## src/rtl/msm_bucket_sched.sv

```systemverilog
`default_nettype none
// ============================================================================
// Module   : msm_bucket_sched
// Purpose  : Issue scheduler in front of the MSM bucket controller. Merges the
//            point stream and the PADD result stream, avoids bucket-id
//            collisions and stale-flag hazards, buffers deferred points in a
//            small replay FIFO, tracks in-flight PADDs and flags batch done.
// Options  : SCHED_STATS_EN adds stall_cnt / conflict_cnt statistics outputs.
// Revision : 1.0 - initial release
// ============================================================================
module msm_bucket_sched #(
  parameter int WIDTH_ID   = 2,
  parameter int FIFO_DEPTH = 4,
  parameter int CNT_W      = 16
) (
  input  logic                     clk,
  input  logic                     rst_n,
  input  logic                     start,
  input  logic [CNT_W-1:0]         n_points,
  input  logic                     pm_valid,
  input  logic [WIDTH_ID-1:0]      pm_id,
  output logic                     pm_ready,
  input  logic                     rb_valid,
  input  logic [WIDTH_ID-1:0]      rb_id,
  output logic                     rb_ready,
  input  logic [(1<<WIDTH_ID)-1:0] bucket_flag,
  output logic                     pm_status,
  output logic [WIDTH_ID-1:0]      id_o_pm,
  output logic                     rb_status,
  output logic [WIDTH_ID-1:0]      id_o_rb,
  output logic [CNT_W-1:0]         inflight,
  output logic                     busy,
  output logic                     done,
  output logic                     fifo_ovf
`ifdef SCHED_STATS_EN
  ,
  output logic [CNT_W-1:0]         stall_cnt,
  output logic [CNT_W-1:0]         conflict_cnt
`endif
);

  localparam int NB = 1 << WIDTH_ID;
  localparam int PW = $clog2(FIFO_DEPTH);
  localparam logic [CNT_W-1:0] CNT_MAX = {CNT_W{1'b1}};

  typedef enum logic [1:0] {
    S_IDLE  = 2'd0,
    S_RUN   = 2'd1,
    S_DRAIN = 2'd2,
    S_DONE  = 2'd3
  } state_t;

  state_t state, state_nx;

  logic [CNT_W-1:0]    n_lat;
  logic [CNT_W-1:0]    points_taken;
  logic [WIDTH_ID-1:0] fifo_mem [FIFO_DEPTH];
  logic [PW-1:0]       rd_ptr, wr_ptr;
  logic [PW:0]         fifo_cnt;

  // Issues from two cycles ago; last cycle's issues are the status outputs.
  logic                h2_pm_v, h2_rb_v;
  logic [WIDTH_ID-1:0] h2_pm_id, h2_rb_id;

  logic [NB-1:0]       hmask;
  logic                fifo_empty, fifo_full;
  logic                pm_acc, rb_acc, rb_flag;
  logic                cand_v, cand_fifo;
  logic [WIDTH_ID-1:0] cand_id;
  logic                same_id, dbl_add, blocked, issue;
  logic                push, pop, inc, dec;

  assign fifo_empty = (fifo_cnt == '0);
  assign fifo_full  = (fifo_cnt == (PW+1)'(FIFO_DEPTH));
  assign busy       = (state != S_IDLE);
  assign done       = (state == S_DONE);
  assign pm_ready   = (state == S_RUN) && !fifo_full && (points_taken < n_lat);

  // Hazard set, result acceptance and point-candidate arbitration.
  always_comb begin
    hmask = '0;
    if (pm_status) hmask[id_o_pm]  = 1'b1;
    if (rb_status) hmask[id_o_rb]  = 1'b1;
    if (h2_pm_v)   hmask[h2_pm_id] = 1'b1;
    if (h2_rb_v)   hmask[h2_rb_id] = 1'b1;

    rb_ready  = rb_valid && !hmask[rb_id];
    rb_acc    = rb_ready;
    rb_flag   = bucket_flag[rb_id];
    pm_acc    = pm_valid && pm_ready;

    cand_fifo = !fifo_empty;
    cand_v    = cand_fifo || pm_acc;
    cand_id   = cand_fifo ? fifo_mem[rd_ptr] : pm_id;

    same_id   = rb_acc && (cand_id == rb_id);
    dbl_add   = rb_acc && rb_flag && bucket_flag[cand_id];
    blocked   = cand_v && (hmask[cand_id] || same_id || dbl_add);
    issue     = cand_v && !blocked;

    pop       = cand_fifo && issue;
    push      = pm_acc && !(fifo_empty && issue);
    inc       = issue && bucket_flag[cand_id];
    dec       = rb_acc && !rb_flag;
  end

  // Batch sequencing.
  always_comb begin
    state_nx = state;
    case (state)
      S_IDLE:  if (start) state_nx = (n_points == '0) ? S_DRAIN : S_RUN;
      S_RUN:   if (points_taken == n_lat) state_nx = S_DRAIN;
      S_DRAIN: if (fifo_empty && (inflight == '0) && !rb_valid) state_nx = S_DONE;
      S_DONE:  state_nx = S_IDLE;
      default: state_nx = S_IDLE;
    endcase
  end

  // State, batch counters, issue registers and hazard history.
  always_ff @(posedge clk) begin
    if (!rst_n) begin
      state        <= S_IDLE;
      n_lat        <= '0;
      points_taken <= '0;
      pm_status    <= 1'b0;
      id_o_pm      <= '0;
      rb_status    <= 1'b0;
      id_o_rb      <= '0;
      h2_pm_v      <= 1'b0;
      h2_pm_id     <= '0;
      h2_rb_v      <= 1'b0;
      h2_rb_id     <= '0;
    end else begin
      state <= state_nx;
      if (state == S_IDLE && start) begin
        n_lat        <= n_points;
        points_taken <= '0;
      end else if (pm_acc) begin
        points_taken <= points_taken + 1'b1;
      end
      pm_status <= issue;
      id_o_pm   <= issue ? cand_id : '0;
      rb_status <= rb_acc;
      id_o_rb   <= rb_acc ? rb_id : '0;
      h2_pm_v   <= pm_status;
      h2_pm_id  <= id_o_pm;
      h2_rb_v   <= rb_status;
      h2_rb_id  <= id_o_rb;
    end
  end

  // Replay FIFO; a push into a full FIFO without a pop is dropped and flagged.
  always_ff @(posedge clk) begin
    if (!rst_n) begin
      rd_ptr   <= '0;
      wr_ptr   <= '0;
      fifo_cnt <= '0;
      fifo_ovf <= 1'b0;
      for (int i = 0; i < FIFO_DEPTH; i++) fifo_mem[i] <= '0;
    end else begin
      if (push && fifo_full && !pop) begin
        fifo_ovf <= 1'b1;
      end else if (push) begin
        fifo_mem[wr_ptr] <= pm_id;
        wr_ptr           <= wr_ptr + 1'b1;
      end
      if (pop) rd_ptr <= rd_ptr + 1'b1;
      if ((push && !(fifo_full && !pop)) && !pop)  fifo_cnt <= fifo_cnt + 1'b1;
      else if (pop && !push)                       fifo_cnt <= fifo_cnt - 1'b1;
    end
  end

  // In-flight PADD counter, saturating at both ends.
  always_ff @(posedge clk) begin
    if (!rst_n) begin
      inflight <= '0;
    end else if (inc && !dec && inflight != CNT_MAX) begin
      inflight <= inflight + 1'b1;
    end else if (dec && !inc && inflight != '0) begin
      inflight <= inflight - 1'b1;
    end
  end

`ifdef SCHED_STATS_EN
  // Saturating stall and same-id collision statistics, cleared on start.
  always_ff @(posedge clk) begin
    if (!rst_n) begin
      stall_cnt    <= '0;
      conflict_cnt <= '0;
    end else if (state == S_IDLE && start) begin
      stall_cnt    <= '0;
      conflict_cnt <= '0;
    end else begin
      if (blocked && stall_cnt != CNT_MAX)               stall_cnt    <= stall_cnt + 1'b1;
      if (cand_v && same_id && conflict_cnt != CNT_MAX)  conflict_cnt <= conflict_cnt + 1'b1;
    end
  end
`endif

endmodule
`default_nettype wire

```

## config.mk

```make
export PLATFORM = sky130hd
export DESIGN_NAME = msm_bucket_sched
export DESIGN_NICKNAME = d
export VERILOG_FILES = /design/src/rtl/msm_bucket_sched.sv
export SDC_FILE = /design/constraint.sdc
export NUM_CORES = 1
export LEC_CHECK = 0
export ABC_AREA = 1
export BUFFER_PORTS_ARGS = -buffer_cell sky130_fd_sc_hd__clkbuf_2
export CORE_ASPECT_RATIO = 1.4
export CORE_MARGIN = 4
export CORE_UTILIZATION = 55
export CTS_BUF_LIST = sky130_fd_sc_hd__clkbuf_2
export DETAILED_ROUTE_END_ITERATION = 6
export MAX_ROUTING_LAYER = met4
export PLACE_DENSITY_LB_ADDON = 0.05
export SYNTH_ARGS = -nofsm -noshare
export SYNTH_HDL_FRONTEND = slang
export SYNTH_SLANG_ARGS = --single-unit
export TNS_END_PERCENT = 50
```

## constraint.sdc

```tcl
create_clock -name clk -period 3.1 [get_ports clk]
set_input_delay 0.155 -clock clk [delete_from_list [all_inputs] [get_ports clk]]
set_output_delay 0.155 -clock clk [all_outputs]
set_load 0.05 [all_outputs]
```

# == Word-level counts from Yosys, hierarchy flattened ==
# Memories as Yosys holds them, arrays and structs flattened. A register that Yosys moved wholly into a read port is not among the register bits.
# Cells that the tools add are included.
# word_totals
memories,1
register_bits,70
mem_bits_rw,8
# memory_table
memory,depth,word_bits,read_ports,rd_ports_with_merged_regs,write_ports,line,text
fifo_mem,4,2,1,1,4,57,logic [WIDTH_ID-1:0] fifo_mem [FIFO_DEPTH];
# classes
n_reduce_logical,60
addsub,7
n_eq_ne,10
order_cmp,11
n_mux,40
n_bitwise,5
# ops
cell,n
adder 16 x 1 -> 16 bit (second input constant),2
zero test 16 bit,2
two-way mux 16 bit,2
logical AND 1 bit,31
less-than comparator 2 x 3 -> 1 bit (second input constant),6
two-way mux 2 bit,9
equality test 16 bit,1
less-than comparator 16 bit,1
two-way mux 4 bit,4
!= test 16 bit (second input constant),1
nonzero test 16 bit,1
subtractor 16 x 1 -> 16 bit (second input constant),1
two-way mux 1 bit,14
zero test 1 bit,12
OR 4 bit,3
binary-select mux 1 bit (select 2 bit),4
demux 1 bit (select 2 bit),4
greater-or-equal comparator 2 x 1 -> 1 bit (second input constant),4
one-hot mux 2 bit (4 select lines),1
two-way mux 3 bit,2
AND reduction 2 bit,3
nonzero test 2 bit,3
adder 2 x 1 -> 2 bit (second input constant),2
equality test 2 bit (second input constant),2
other kinds (13),18

# == Depth between registers and ports, before layout ==
# Gate-level depths: netlist of the first run.
# logic_depth
ltp_word,31
mapped_depth,25
ltp_nobuf,25

# == Worst setup path before layout of the first run ==
# No wires, ideal clock.
# synth_timing
path_kind,register to register
from,reg id_o_rb[1]
to,reg inflight[12]
n_path_buf,0
path_stages_with_launch,26
t_arrival_ps,3649
slack_ps,-669
path_cell_list,dfxtp_1 > inv_1 > nand3_1 > nand2_1 > nor2_1 > nand2_1 > inv_1 > nor2_1 > nor2_4 > nand2_1 > nand2_1 > inv_1 > nand4_4 > inv_1 > fa_1 > o21ai_0 > a21oi_1 > o21bai_1 > nand2_1 > nand2_1 > nand2_1 > nand2_1 > nand3_1 > nand2_1 > xor2_1 > a21oi_1
# synth_between
elab_chain_cells,25
elab_cells_between_ends,35
classes_between,2 x order compare; 10 x mux; 3 x bitwise; 20 x reduce/logical
# synth_lines
element,line,text
start: declaration,30,"output logic [WIDTH_ID-1:0] id_o_rb,"
start signal: assignment,144,id_o_rb <= rb_acc ? rb_id : '0;
less-than comparator 2 x 3 -> 1 bit (implied by the code) / greater-or-equal comparator 2 x 1 -> 1 bit (equally long branches),83,if (rb_status) hmask[id_o_rb] = 1'b1;
logical AND 1 bit (implied by the code),83,
two-way mux 1 bit (implied by the code),83,
demux 1 bit (select 2 bit) (*),83,
OR 4 bit (no source line) (*),-,
two-way mux 4 bit (*),83,
OR 4 bit (no source line),-,
two-way mux 4 bit (*),84,if (h2_pm_v) hmask[h2_pm_id] = 1'b1;
[... 6 more ...],-,
named net rb_ready,25,"output logic rb_ready,"
[... 2 more ...],-,
logical OR 1 bit,98,blocked = cand_v && (hmask[cand_id] || same_id || dbl_add);
logical AND 1 bit,98,
zero test 1 bit,99,issue = cand_v && !blocked;
logical AND 1 bit,99,
logical AND 1 bit,103,inc = issue && bucket_flag[cand_id];
zero test 1 bit,179,end else if (dec && !inc && inflight != '0) begin
logical AND 1 bit (2 in a row),179,
nonzero test 2 bit (no source line),-,
end signal: assignment,178,inflight <= inflight + 1'b1;
end signal: assignment,180,inflight <= inflight - 1'b1;
end: declaration,31,"output logic [CNT_W-1:0] inflight,"
# Mark *: on every way through the listed nets, which the timed path passes. The rest lies on a longest branch. The select of a mux whose other input is x is not followed.
# A chain may end at the register's enable or synchronous reset.

# == Worst setup path after layout of the first run ==
# layout_timing
from,reg n_lat[8]
to,reg inflight[12]
# layout_between
elab_chain_cells,12
elab_cells_between_ends,15
classes_between,1 x order compare; 1 x mux; 13 x reduce/logical
# layout_lines
element,line,text
start: declaration,55,logic [CNT_W-1:0] n_lat;
start signal: assignment,136,n_lat <= n_points;
less-than comparator 16 bit (*),77,assign pm_ready = (state == S_RUN) && !fifo_full && (points_taken < n_lat);
logical AND 1 bit (*),77,
logical AND 1 bit (*),90,pm_acc = pm_valid && pm_ready;
logical OR 1 bit (*),93,cand_v = cand_fifo || pm_acc;
logical AND 1 bit,98,
zero test 1 bit,99,
logical AND 1 bit (*),99,
logical AND 1 bit (*),103,
zero test 1 bit,179,
logical AND 1 bit (2 in a row),179,
nonzero test 2 bit (no source line),-,
# Every way passes the cells marked *; elsewhere a longest branch is shown, timed or not.

==> results of run 1 <==
## timing repair
item | in CTS | in global routing
hold endpoints to repair | 23 | 0
pin swaps | 46 | 43
buffers inserted | 14 | 5
resized for setup | 52 | 49
hold buffers | 23 | 0
setup endpoints to repair | 8 | 10
## sequential cells by signal (all words and copies together) (netlist names), named ones only
register / flops
fifo_cnt: 3
fifo_mem: 8
fifo_ovf: 1
h2_pm_id: 2
h2_pm_v: 1
h2_rb_id: 2
h2_rb_v: 1
id_o_pm: 2
id_o_rb: 2
inflight: 16
n_lat: 16
pm_status: 1
points_taken: 16
rb_status: 1
rd_ptr: 2
state: 2
wr_ptr: 2
## per-layer routing
metal | up-vias | wire [um]
li1 | 2589 | -
met1 | 2307 | 5490
met2 | 93 | 7190
met3 | 34 | 387
met4 | 0 | 369
met5 | - | 0
## critical path: stages, from the launching register on
cell and delay (ns):
dfxtp_1 0.38, inv_1 0.05, ha_1 0.21, nand2_1 0.07
inv_1 0.04, o21bai_1 0.18, a21oi_2 0.10, nor2_4 0.14
nand3_4 0.09, nand2_4 0.08, nand4_4 0.22, ha_4 0.38
nand2_4 0.06, o21ai_4 0.18, a21oi_2 0.08, o21bai_1 0.19
nand2_1 0.07, nand2_1 0.08, nand2_1 0.05, nand2_1 0.08
nand3_1 0.07, nand2_1 0.07, xor2_1 0.14, a21oi_1 0.08
## worst max path at each step
stage	start	to	slack, ns	cells past startpoint
floorplan	id_o_rb[1]$_SDFF_PN0_	inflight[12]$_SDFFE_PN0P_	-0.18	25
global placement	n_lat[15]$_SDFFE_PN0P_	inflight[15]$_SDFFE_PN0P_	-0.10	22
detailed placement	n_lat[15]$_SDFFE_PN0P_	inflight[13]$_SDFFE_PN0P_	-0.22	22
CTS	fifo_cnt[1]$_SDFFE_PN0P_	inflight[13]$_SDFFE_PN0P_	-0.09	23
global route	n_lat[8]$_SDFFE_PN0P_	inflight[12]$_SDFFE_PN0P_	-0.35	23
finish	n_lat[8]$_SDFFE_PN0P_	inflight[12]$_SDFFE_PN0P_	-0.07	23
## cell families (layout without fill, tap and decap cells)
group | after synthesis | count (layout) | share of synthesized area
DFF | 80 | 80 | 0.334
adders and majority gates | 39 | 39 | 0.100
AOI/OAI and AO/OA | 142 | 142 | 0.152
buffers and inverters | 126 | 299 | 0.100
and+or+nand+nor | 284 | 284 | 0.291
xor gates and xnor gates | 13 | 13 | 0.0226
## cell type report
cell class,instances,area [um^2]
tap,107,134
inverter,115,445
sequential,80,1730
multi-input combinational,478,3320
fill,675,2020
clock inverter,6,90.1
clock buffer,10,50.0
timing repair buffer,168,1190
## per-stage QoR
step	area, um^2	cells
after CTS	6710	959
after global routing	6960	964
final	6960	964
after floorplan	5090	684
after detailed placement	5980	906
after global placement	5980	906
## power groups by stage
stage	sequential, uW	clock, uW	combinational [uW]
2_1_floorplan	1910	0	3130
3_3_place_gp	1550	0	4950
3_5_place_dp	1560	0	5080
4_1_cts	1570	677	5790
5_1_grt	1620	732	6790
6_report	1590	666	6200
## cell usage in the layout, fill, tap and decap left out, types with 17 or more instances in the layout
master,Yosys,routed
nand2_1,120,106
inv_1,101,89
buf_4,0,87
clkbuf_2,0,65
a21oi_1,68,60
dfxtp_1,72,48
nand3_1,53,41
nor2_1,42,38
o21ai_0,37,36
inv_2,11,23
dlygate4sd3_1,0,23
nand2_2,10,20
ha_1,37,19
ha_4,0,17
==> out/results.txt, run 1 <==
Latest clock arrival within the worst-skew pair = 0.56 ns
Clock sinks = 80
Worst-path clk slew = 0.23 ns
Syn avg cell area = 7.35 um^2
Maximum fanout along the worst path = 7
Ys flop type = dfxtp_1
Reg-to-reg endpoint = inflight[12]$_SDFFE_PN0P_
Most common cell in the netlist = nand2_1
Met2 usage = 0.462
Antenna Nets Post-Route = 0
Slew headroom = 0.677
Minimum clock period after layout = 3.17 ns
Cell area after synthesis = 5030 um^2
Fraction of registers with async set/reset = 0
Most Crowded Layer GR = met2
Routing usage on met3 = 0.0530
FP Rows = 41
Initial core utilization = 0.560
Post-synth EDFFs = 8
Syn_nets = 752
Register-to-register setup slack = -0.07 ns
Grt ovf = 0
Synth top area cells = dfxtp_1 29%, ha_1 9.2%, nand2_1 9.0%
RSZ-0062 raised after global routing = yes
Met1 Usage GRT = 0.289
Die span in y = 121 um
FMAX = 315 MHz
Top-area cell type share of the netlist area = 0.287
CTS max path bufs = 2
Drc violations = 0
Failing checks = setup timing
Detailed-router iteration count before antenna repair = 5
Worst setup EP type = flip-flop
Count of pins over their slew limit = 0
Die ar. = 10,800 um^2
Syn Inst Count = 684
Die Wd = 88.8 um
Final Wtd Congestion = 0.891
Via density = 5.21
Pleak = 0.00318 uW
Cell Pwr Density = 1220 nW/um^2
TritonCTS Buffers = 9
Sw Ratio = 0.487
Hold-critical path endpoint = points_taken[0]$_SDFFE_PP0P_
Worst reg2reg startpoint = n_lat[8]$_SDFFE_PN0P_
Layout area overhead = 38.4%
HP Class = input pin to flip-flop
Maximum vdd drop = 1.27 mV
Clock root buffer = clkbuf_2
Distinct cells, synth = 49
Comb pwr share = 0.733
Area leader, netlist = dfxtp_1
Max-cap viol count = 0
Total Power = 8460 uW
Hold Path Origin = pm_valid
Final hold vios = 0
First-pass GRT wire length = 21,800 um
P_sw = 4120 uW
Setup Skew = 0.0139 ns
Initial drt markers = 211
Dpl ws = -0.215 ns
Largest net degree at the start of global routing = 52
Setup ws final = -0.0719 ns
Setup violators final = 5
Data arrival time of the worst path = 3.65 ns
Worst Reg-to-Reg Cells = 23
Gr usage total = 0.264
Yosys warns = 0
Final period util = 1.02
Hold path depth = 4
Worst EP required = 3.58 ns
PortBufs = 55
Final HPWL DP = 9650 um
WL/cell = 13.9 um
Routed vias = 5,023
Clock Power Share = 0.079
Sequential share of the synthesized area = 0.334
Final Util = 0.775
Number of H-tree levels = 3
Status = finished with violations
Fin Hold WS = 0.0751 ns
Final wirelength = 13,400 um
CTS tree = done
NumNets Final = 920
Worst Tran Pin Value = 0.484 ns
Yosys reg bits = 80
Flop pwr share = 0.188
Internal = 4330 uW
Share of cells above drive strength 1 = 0.375
Kind of critical path = flip-flop to flip-flop
Num ports = 56
Total negative slack = -0.191 ns
Top post-synthesis cells by count = 120 x nand2_1, 101 x inv_1, 72 x dfxtp_1
CP Launch Type = flip-flop
Vias in the first global route = 4,990
Antenna violations before repair = 0
Core ar. = 8980 um^2
Antenna Cells = 0
Note: power is estimated with default switching activity, not from simulation.
==> run 2: changes to the inputs <==
--- a/config.mk
+++ b/config.mk
@@ -14,6 +14,7 @@
 export DETAILED_ROUTE_END_ITERATION = 6
 export MAX_ROUTING_LAYER = met4
 export PLACE_DENSITY_LB_ADDON = 0.05
+export REMOVE_ABC_BUFFERS = 1
 export SYNTH_ARGS = -nofsm -noshare
 export SYNTH_HDL_FRONTEND = slang
 export SYNTH_SLANG_ARGS = --single-unit
==> run 2 against run 1 <==
The run still ends with setup timing left. Core utilization is 0.64 points higher. First-iteration DRC count up 43%. Critical endpoint unchanged. Total power is 3.2% higher. Register-to-register slack lost 0.19 ns. Flip-flop and latch count unchanged.
==> out/results.txt, run 2 (synthesized netlist as in run 1, its figures left out) <==
Status = finished with violations
Failing checks = setup timing
Antenna Nets Post-Route = 0
Detailed-router iteration count before antenna repair = 7
RSZ-0062 raised after global routing = yes
Sw Ratio = 0.501
Comb pwr share = 0.762
Minimum clock period after layout = 3.36 ns
Worst EP required = 3.60 ns
Top Registers = inflight x16, n_lat x16, points_taken x16
Cell Pwr Density = 1240 nW/um^2
Worst Tran Pin Value = 0.503 ns
CTS tree = done
Final Util = 0.782
Count of pins over their slew limit = 0
Final wirelength = 14,200 um
CP Launch Type = flip-flop
Worst-path clk slew = 0.25 ns
TritonCTS Buffers = 9
Number of H-tree levels = 3
Die ar. = 10,800 um^2
Worst Reg-to-Reg Cells = 25
Layout area overhead = 39.6%
Flop pwr share = 0.178
WL/cell = 14.5 um
Latest clock arrival within the worst-skew pair = 0.58 ns
Kind of critical path = flip-flop to flip-flop
HP Class = input pin to flip-flop
Gr usage total = 0.267
Antenna violations before repair = 1
Max-cap viol count = 0
P_sw = 4380 uW
Clock Power Share = 0.060
Initial core utilization = 0.560
Hold path depth = 4
Slew headroom = 0.665
Final HPWL DP = 9210 um
Routed vias = 5,298
Via density = 5.41
First-pass GRT wire length = 22,300 um
Maximum fanout along the worst path = 7
FMAX = 298 MHz
Final Wtd Congestion = 0.925
Setup Skew = 0.0254 ns
PortBufs = 55
Clock sinks = 80
Core ar. = 8980 um^2
Worst setup EP type = flip-flop
Hold Path Origin = rb_id[1]
Commonest non-fill, non-tap cell in the layout = nand2_1
Commonest cells after routing, fill and taps aside = 107 x nand2_1, 98 x buf_4, 95 x inv_1
Internal = 4350 uW
Die span in y = 121 um
NumNets Final = 935
FP Rows = 41
Die Wd = 88.8 um
Vias in the first global route = 5,061
Pleak = 0.00323 uW
CP max stage cell = dfxtp_4
Total Power = 8730 uW
Maximum vdd drop = 1.50 mV
Data arrival time of the worst path = 3.86 ns
Fin Hold WS = 0.0340 ns
Largest net degree at the start of global routing = 52
Setup violators final = 8
Grt ovf = 0
Clock root buffer = clkbuf_2
Crit-path most repeated cell = nand2_1
Setup ws final = -0.258 ns
Drc violations = 0
CTS max path bufs = 2
Final hold vios = 0
Final period util = 1.08
Num ports = 56
Initial drt markers = 302
CP max stage delay = 0.42 ns
Share of cells above drive strength 1 = 0.370
Register-to-register setup slack = -0.26 ns
run 2: final timing paths:
kind | end
max | inflight[12]$_SDFFE_PN0P_
min | id_o_rb[1]$_SDFF_PN0_
max reg2reg | inflight[12]$_SDFFE_PN0P_
min reg2reg | fifo_ovf$_SDFFE_PN0P_
run 2: cell type report:
class	count	area [um^2]
clock buffers	9	45.0
fillers	645	1960
repair buffers	183	1330
diodes	1	2.50
inverters	115	448
multi-input cells	478	3290
flip-flops and latches	80	1710
well taps	107	134
clock inverters	7	55.1
run 2: power groups by stage:
stage / clock network, uW / logic (uW) / registers (uW)
after global placement: 0 / 4990 / 1520
after floorplan: 0 / 3000 / 1900
after CTS: 531 / 5710 / 1520
after global routing: 571 / 7210 / 1590
after detailed placement: 0 / 5080 / 1530
final: 528 / 6650 / 1550
run 2: through the flow:
step	worst slack (ns)	TNS, ns	std cells	instance area [um^2]
2_1_floorplan	-0.674	-4.17	673	4970
3_3_place_gp	-0.105	-0.254	918	6000
3_5_place_dp	-0.269	-1.53	918	6000
4_1_cts	-0.0984	-0.548	971	6640
5_1_grt	-0.467	-3.39	980	7020
6_report	-0.258	-1.45	980	7020
run 2: what timing repair did:
item | CTS | global route
gates cloned | 1 | 0
setup buffers | 12 | 8
endpoints found under the hold margin | 24 | 1
setup endpoints to repair | 9 | 11
hold buffers | 24 | 1
pin swaps | 12 | 38
gates resized for setup | 41 | 74
run 2: worst max-delay path, delay by kind of cell (launching register included):
kind                       cells  cell delay, ns
AOI/OAI and AO/OA              4            0.55
xor gates and xnor gates       1            0.14
adders and majority gates      1            0.38
buffers and inverters          1            0.07
DFF                            1            0.42
and+or+nand+nor               18            1.73
run 2: metal layers:
| metal | GRT usage | share of wire | vias up |
|---|---|---|---|
| met5 | - | 0 | - |
| met4 | 0.106 | 0.028 | 0 |
| met3 | 0.0455 | 0.048 | 47 |
| met2 | 0.462 | 0.54 | 151 |
| met1 | 0.299 | 0.39 | 2467 |
| li1 | - | - | 2633 |
